## config.mk

```make
export PLATFORM = sky130hd
export DESIGN_NAME = mips_boot_sequencer
export DESIGN_NICKNAME = d
export VERILOG_FILES = /design/src/rtl/mips_boot_sequencer.sv
export SDC_FILE = /design/constraint.sdc
export NUM_CORES = 1
export LEC_CHECK = 0
export ABC_AREA = 1
export CAP_MARGIN = 40
export CORE_ASPECT_RATIO = 0.9
export CORE_MARGIN = 2
export CORE_UTILIZATION = 60
export CTS_BUF_LIST = sky130_fd_sc_hd__clkbuf_8 sky130_fd_sc_hd__clkbuf_16
export CTS_CLUSTER_DIAMETER = 100
export CTS_CLUSTER_SIZE = 14
export DETAILED_ROUTE_END_ITERATION = 7
export PLACE_DENSITY = 0.85
export SYNTH_ARGS = -nofsm -noshare
export SYNTH_HDL_FRONTEND = slang
export SYNTH_SLANG_ARGS = --single-unit
```

## constraint.sdc

```tcl
create_clock -name clk -period 28.2 [get_ports clk]
set_clock_uncertainty 0.05 [all_clocks]
set_input_delay 4.23 -clock clk [delete_from_list [all_inputs] [get_ports clk]]
set_output_delay 4.23 -clock clk [all_outputs]
set_load 0.005 [all_outputs]
```

## src/rtl/mips_boot_sequencer.sv

```systemverilog
// Boot sequencer for the pipelined MIPS core: loads a program image from a word
// stream into the I/D caches, pulses start, then supervises the run to halt or timeout.
module mips_boot_sequencer #(
  parameter int IMEM_DEPTH = 256,
  parameter int DMEM_DEPTH = 256,
  parameter int MAX_CYCLES = 100000
) (
  input  logic        clk,
  input  logic        rst,
  input  logic        go,
  input  logic        abort,
  input  logic        in_valid,
  input  logic [31:0] in_data,
  output logic        in_ready,
  input  logic        halt_i,
  output logic [31:0] IData_in,
  output logic [31:0] IAddr_in,
  output logic        icache_we,
  output logic [31:0] DData_in,
  output logic [31:0] DAddr_in,
  output logic        dcache_we,
  output logic        start,
  output logic        busy,
  output logic        done,
  output logic        err,
  output logic [1:0]  err_code,
  output logic [31:0] run_cycles
);

  typedef enum logic [3:0] {
    S_IDLE, S_HDR_I, S_HDR_D, S_LOAD_I, S_LOAD_D, S_START, S_RUN, S_DONE, S_ERR
  } state_t;

  localparam logic [1:0]  ERR_NONE    = 2'd0;
  localparam logic [1:0]  ERR_ICNT    = 2'd1;
  localparam logic [1:0]  ERR_DCNT    = 2'd2;
  localparam logic [1:0]  ERR_TIMEOUT = 2'd3;
  localparam logic [31:0] I_LIMIT     = 32'(IMEM_DEPTH);
  localparam logic [31:0] D_LIMIT     = 32'(DMEM_DEPTH);
  localparam logic [31:0] RUN_LAST    = 32'(MAX_CYCLES - 1);

  state_t      state, state_nx;
  logic [1:0]  code_nx;
  logic [31:0] n_i, n_d, i_cnt, d_cnt;
  logic        accept, launch, last_i, last_d, idle_like;

  assign idle_like = (state == S_IDLE) || (state == S_DONE) || (state == S_ERR);
  assign in_ready  = (state == S_HDR_I) || (state == S_HDR_D) ||
                     (state == S_LOAD_I) || (state == S_LOAD_D);
  assign accept    = in_valid && in_ready && !abort;
  assign launch    = go && idle_like && !abort;
  assign last_i    = (i_cnt == n_i - 32'd1);
  assign last_d    = (d_cnt == n_d - 32'd1);

  // NOTE: defaults first so every path assigns state_nx and code_nx; no latch is inferred.
  always_comb begin
    state_nx = state;
    code_nx  = ERR_NONE;
    if (abort) begin
      state_nx = S_IDLE;
    end else begin
      case (state)
        S_IDLE, S_DONE, S_ERR: if (go) state_nx = S_HDR_I;
        S_HDR_I: if (accept) begin
          if (in_data == 32'd0 || in_data > I_LIMIT) begin
            state_nx = S_ERR;
            code_nx  = ERR_ICNT;
          end else begin
            state_nx = S_HDR_D;
          end
        end
        S_HDR_D: if (accept) begin
          if (in_data > D_LIMIT) begin
            state_nx = S_ERR;
            code_nx  = ERR_DCNT;
          end else begin
            state_nx = S_LOAD_I;
          end
        end
        S_LOAD_I: if (accept && last_i) state_nx = (n_d != 32'd0) ? S_LOAD_D : S_START;
        S_LOAD_D: if (accept && last_d) state_nx = S_START;
        S_START:  state_nx = S_RUN;
        S_RUN: begin
          // Halt is checked first so it wins over a same-cycle timeout.
          if (halt_i) begin
            state_nx = S_DONE;
          end else if (run_cycles == RUN_LAST) begin
            state_nx = S_ERR;
            code_nx  = ERR_TIMEOUT;
          end
        end
        default: state_nx = S_IDLE;
      endcase
    end
  end

  // NOTE: sequential state uses non-blocking assignments so every flop samples pre-edge values.
  always_ff @(posedge clk or posedge rst) begin
    if (rst) state <= S_IDLE;
    else     state <= state_nx;
  end

  always_ff @(posedge clk or posedge rst) begin
    if (rst) begin
      n_i        <= '0;
      n_d        <= '0;
      i_cnt      <= '0;
      d_cnt      <= '0;
      IData_in   <= '0;
      IAddr_in   <= '0;
      icache_we  <= 1'b0;
      DData_in   <= '0;
      DAddr_in   <= '0;
      dcache_we  <= 1'b0;
      start      <= 1'b0;
      busy       <= 1'b0;
      done       <= 1'b0;
      err        <= 1'b0;
      err_code   <= ERR_NONE;
      run_cycles <= '0;
    end else if (abort) begin
      n_i        <= '0;
      n_d        <= '0;
      i_cnt      <= '0;
      d_cnt      <= '0;
      IData_in   <= '0;
      IAddr_in   <= '0;
      icache_we  <= 1'b0;
      DData_in   <= '0;
      DAddr_in   <= '0;
      dcache_we  <= 1'b0;
      start      <= 1'b0;
      busy       <= 1'b0;
      done       <= 1'b0;
      err        <= 1'b0;
      err_code   <= ERR_NONE;
      run_cycles <= '0;
    end else begin
      icache_we <= 1'b0;
      dcache_we <= 1'b0;
      start     <= (state == S_START);
      busy      <= !((state_nx == S_IDLE) || (state_nx == S_DONE) || (state_nx == S_ERR));
      done      <= (state_nx == S_DONE);
      err       <= (state_nx == S_ERR);
      if (state_nx != S_ERR)  err_code <= ERR_NONE;
      else if (state != S_ERR) err_code <= code_nx;

      if (launch) begin
        run_cycles <= '0;
        i_cnt      <= '0;
        d_cnt      <= '0;
      end else if (state == S_RUN) begin
        run_cycles <= run_cycles + 32'd1;
      end

      if (accept) begin
        case (state)
          S_HDR_I: n_i <= in_data;
          S_HDR_D: n_d <= in_data;
          S_LOAD_I: begin
            icache_we <= 1'b1;
            IAddr_in  <= i_cnt;
            IData_in  <= in_data;
            i_cnt     <= i_cnt + 32'd1;
          end
          S_LOAD_D: begin
            dcache_we <= 1'b1;
            DAddr_in  <= d_cnt;
            DData_in  <= in_data;
            d_cnt     <= d_cnt + 32'd1;
          end
          default: ;
        endcase
      end
    end
  end

endmodule
```

==> flow_summary.yaml <==
final_layout:
  fillerInstances: 2193
  layout_common_cells: "438 x nand2_1, 300 x dfrtp_1, 246 x inv_1"
  layout-drive-gt1-share_pct: 7.49
  stdcell_area_um2: 19800
  synthToLayoutAreaGrowth_pct: 18.0
  final_common_cell: "nand2_1"
  nets: 2379
  layout.cells.non_filler: 2696
  finish.utilization_pct: 71.6
clock_tree:
  post_cts_buffers: 0
  cts_buffers: 25
  clkLatencyLatePin_ps: 540
  h-tree-depth: 1
  cts_tree: "done"
  path_clk_slew_ps: 70
  postCtsHoldBufs: 0
  cts_root_buf: "clkbuf_16"
  cts.sinks: 300
  cts_max_path_buffers: 3
  cts_resized: 0
placed_design:
  placed_area_um2: 19200
  gp_congestion: 1.01
  placedCellCount: 2669
  numPortBuffers: 206
  dp_hpwl_um: 37700
  place_ws_ps: 20870
min_path:
  hold_path.class: "reg -> reg"
die:
  initial_core_util_pct: 60.6
  num_rows: 58
  fp.dieArea_um2: 29400
  core-area_um2: 27700
  die_width_um: 180
  die_y_um: 163
  io_pins: 207
yosys:
  yosysUniqueCellTypes: 54
  synth_seq_cells: 300
  synth_area_um2: 16800
  syn-num-nets: 2210
  synthCells: 2167
  synth_seq_area_share_pct: 44.7
  syn_avg_cell_area_um2: 7.76
  yosys_warnings: 0
global_routing:
  use_met3_pct: 5.77
  overflow: 0
  met2_usage_pct: 50.9
  top_usage_layer: "met1"
  globalRouteMet1Util_pct: 51.3
  grt_pass1_vias: 15000
  antenna_found_initial: 2
  grt_use_total_pct: 34.2
  grt_start_max_net_pins: 121
  grt_pass1_wl_um: 80500
critical_path:
  cp_slowest_cell: "buf_4"
  crit_required_ps: 28550
  crit_type: "in -> reg"
  worst_setup_path_start_kind: "primary input"
  cpPeakStageDelay_ps: 570
  crit_path_max_fanout: 55
  crit_chain: "buf_2 > buf_12 > clkinv_2 > nand3_4 > nor2_4 > inv_2 > buf_4 > o21ai_0 > o21ai_1 > o21ai_1"
  end_kind: "flip-flop"
  rrSetupSlack_ps: 25090
  worst_path_most_repeated_cell: "o21ai_1"
  cp.arrival_ps: 7240
pwr:
  finalPower_uw: 922
  p_leak_nw: 8.79
  ir_worst_vdd_v: 0.0000454
  power_density_nw_per_um2: 46.5
routing:
  drc: 0
  first_pass_iters: 6
  avgViaCountPerCell: 6.01
  ant_nets: 0
  wl_per_cell_um: 18.8
  vias: 16200
  initialDrtViolationCount: 1855
  wl_um: 50700
sta:
  rsz0062_at_grt: "no"
  min_period_over_period_pct: 24.4
  max_freq_ghz: 0.145
  slew_violations: 0
  hold_ws_ps: 454
  tightest_slew_ps: 855
  setup-tns-final_ps: 0
  setup-violations-final: 0
  relSlewSlack_pct: 43.0
  setup_ws_ps: 21310
  finalCriticalPeriod_ps: 6890
  finalHoldViolations: 0
job:
  cap_violations: 0
status:
  status: "finished clean"
-- path summary, 6_finish.rpt --
kind / start / to / depth (start not counted)
setup / recovery: abort / i_cnt[30] / 10
hold / removal: DAddr_in[15] / DAddr_in[15] / 2
setup reg to reg: state[3] / i_cnt[30] / 10
hold reg to reg: DAddr_in[15] / DAddr_in[15] / 2
max in group asynchronous: rst / n_i[23] / 6
min in group asynchronous: rst / d_cnt[4] / 2
-- synthesized netlist by cell type, drive strengths merged --
master	count	area share, %
o22ai	11	0.41
and3	4	0.15
nand4	43	1.7
a221oi	1	0.052
xor2	60	3.1
nor3b	3	0.13
and2	2	0.074
a32oi	1	0.052
o21ai	259	7.8
xnor2	25	1.3
nand3b	10	0.45
nor2	256	6.7
a21o	1	0.045
a311oi	1	0.052
o32ai	4	0.21
ha	5	0.37
a211oi	3	0.13
a2111oi	3	0.16
clkbuf	52	1.2
inv	265	5.9
mux2	41	2.7
a31oi	11	0.41
nor3	59	2.2
o41ai	1	0.052
a21oi	46	1.4
or2	1	0.037
o211ai	4	0.18
a31o	2	0.10
nand2	454	11
buf	27	0.74
o2111a	1	0.067
nor4	22	0.95
o21bai	8	0.36
dfrtp	300	45
a22oi	2	0.089
nand3	179	5.6
-- critical path: cells and delay by family --
kind / cells / cell delay (ps)
buffers and inverters: 5 / 1870
AOI/OAI and AO/OA: 3 / 400
and+or+nand+nor: 2 / 680
-- cell families (layout without fill, tap and decap cells) --
family                   after synthesis  count (layout)  synth area share [%]
buffers and inverters                344             512                  7.85
AO/OA/AOI/OAI                        359             359                  11.5
other                                  0               1                     0
XOR/XNOR                              85              85                  4.43
AND/OR/NAND/NOR                     1033            1033                  28.4
multiplexers                          41              41                  2.75
flip-flops                           300             300                  44.7
adder cells (fa/ha/maj)                5               5                 0.372
-- flip-flops by register name, indices dropped and copies added, names as in the netlist --
signal and count:
DData_in 32, err_code 2, DAddr_in 32, i_cnt 32
done 1, IData_in 32, run_cycles 32, n_d 32
icache_we 1, state 4, d_cnt 32, n_i 32
err 1, start 1, busy 1, IAddr_in 32
dcache_we 1
-- metal layers --
layer	part of all wire [%]	vias to the layer above
li1	-	7446
met1	43	7667
met2	43	953
met3	11	122
met4	3.2	2
met5	0.024	-
-- area by class of cell --
type / instances / area (um^2) / share of cell area [%]
flip-flops and latches: 300 / 7510 / 37.8
clock buffers: 25 / 626 / 3.15
inverters: 265 / 1010 / 5.08
clock inverters: 1 / 8.76 / 0.0442
multi-input cells: 1523 / 7980 / 40.2
well taps: 360 / 450 / 2.27
diodes: 1 / 2.50 / 0.0126
repair buffers: 221 / 2250 / 11.3
-- where the power goes --
group / internal (mW) / total (mW) / switching [mW]
logic: 0.0532 / 0.149 / 0.0958
clock network: 0.157 / 0.309 / 0.153
registers: 0.445 / 0.463 / 0.0184
(Power assumes the default switching activity.)
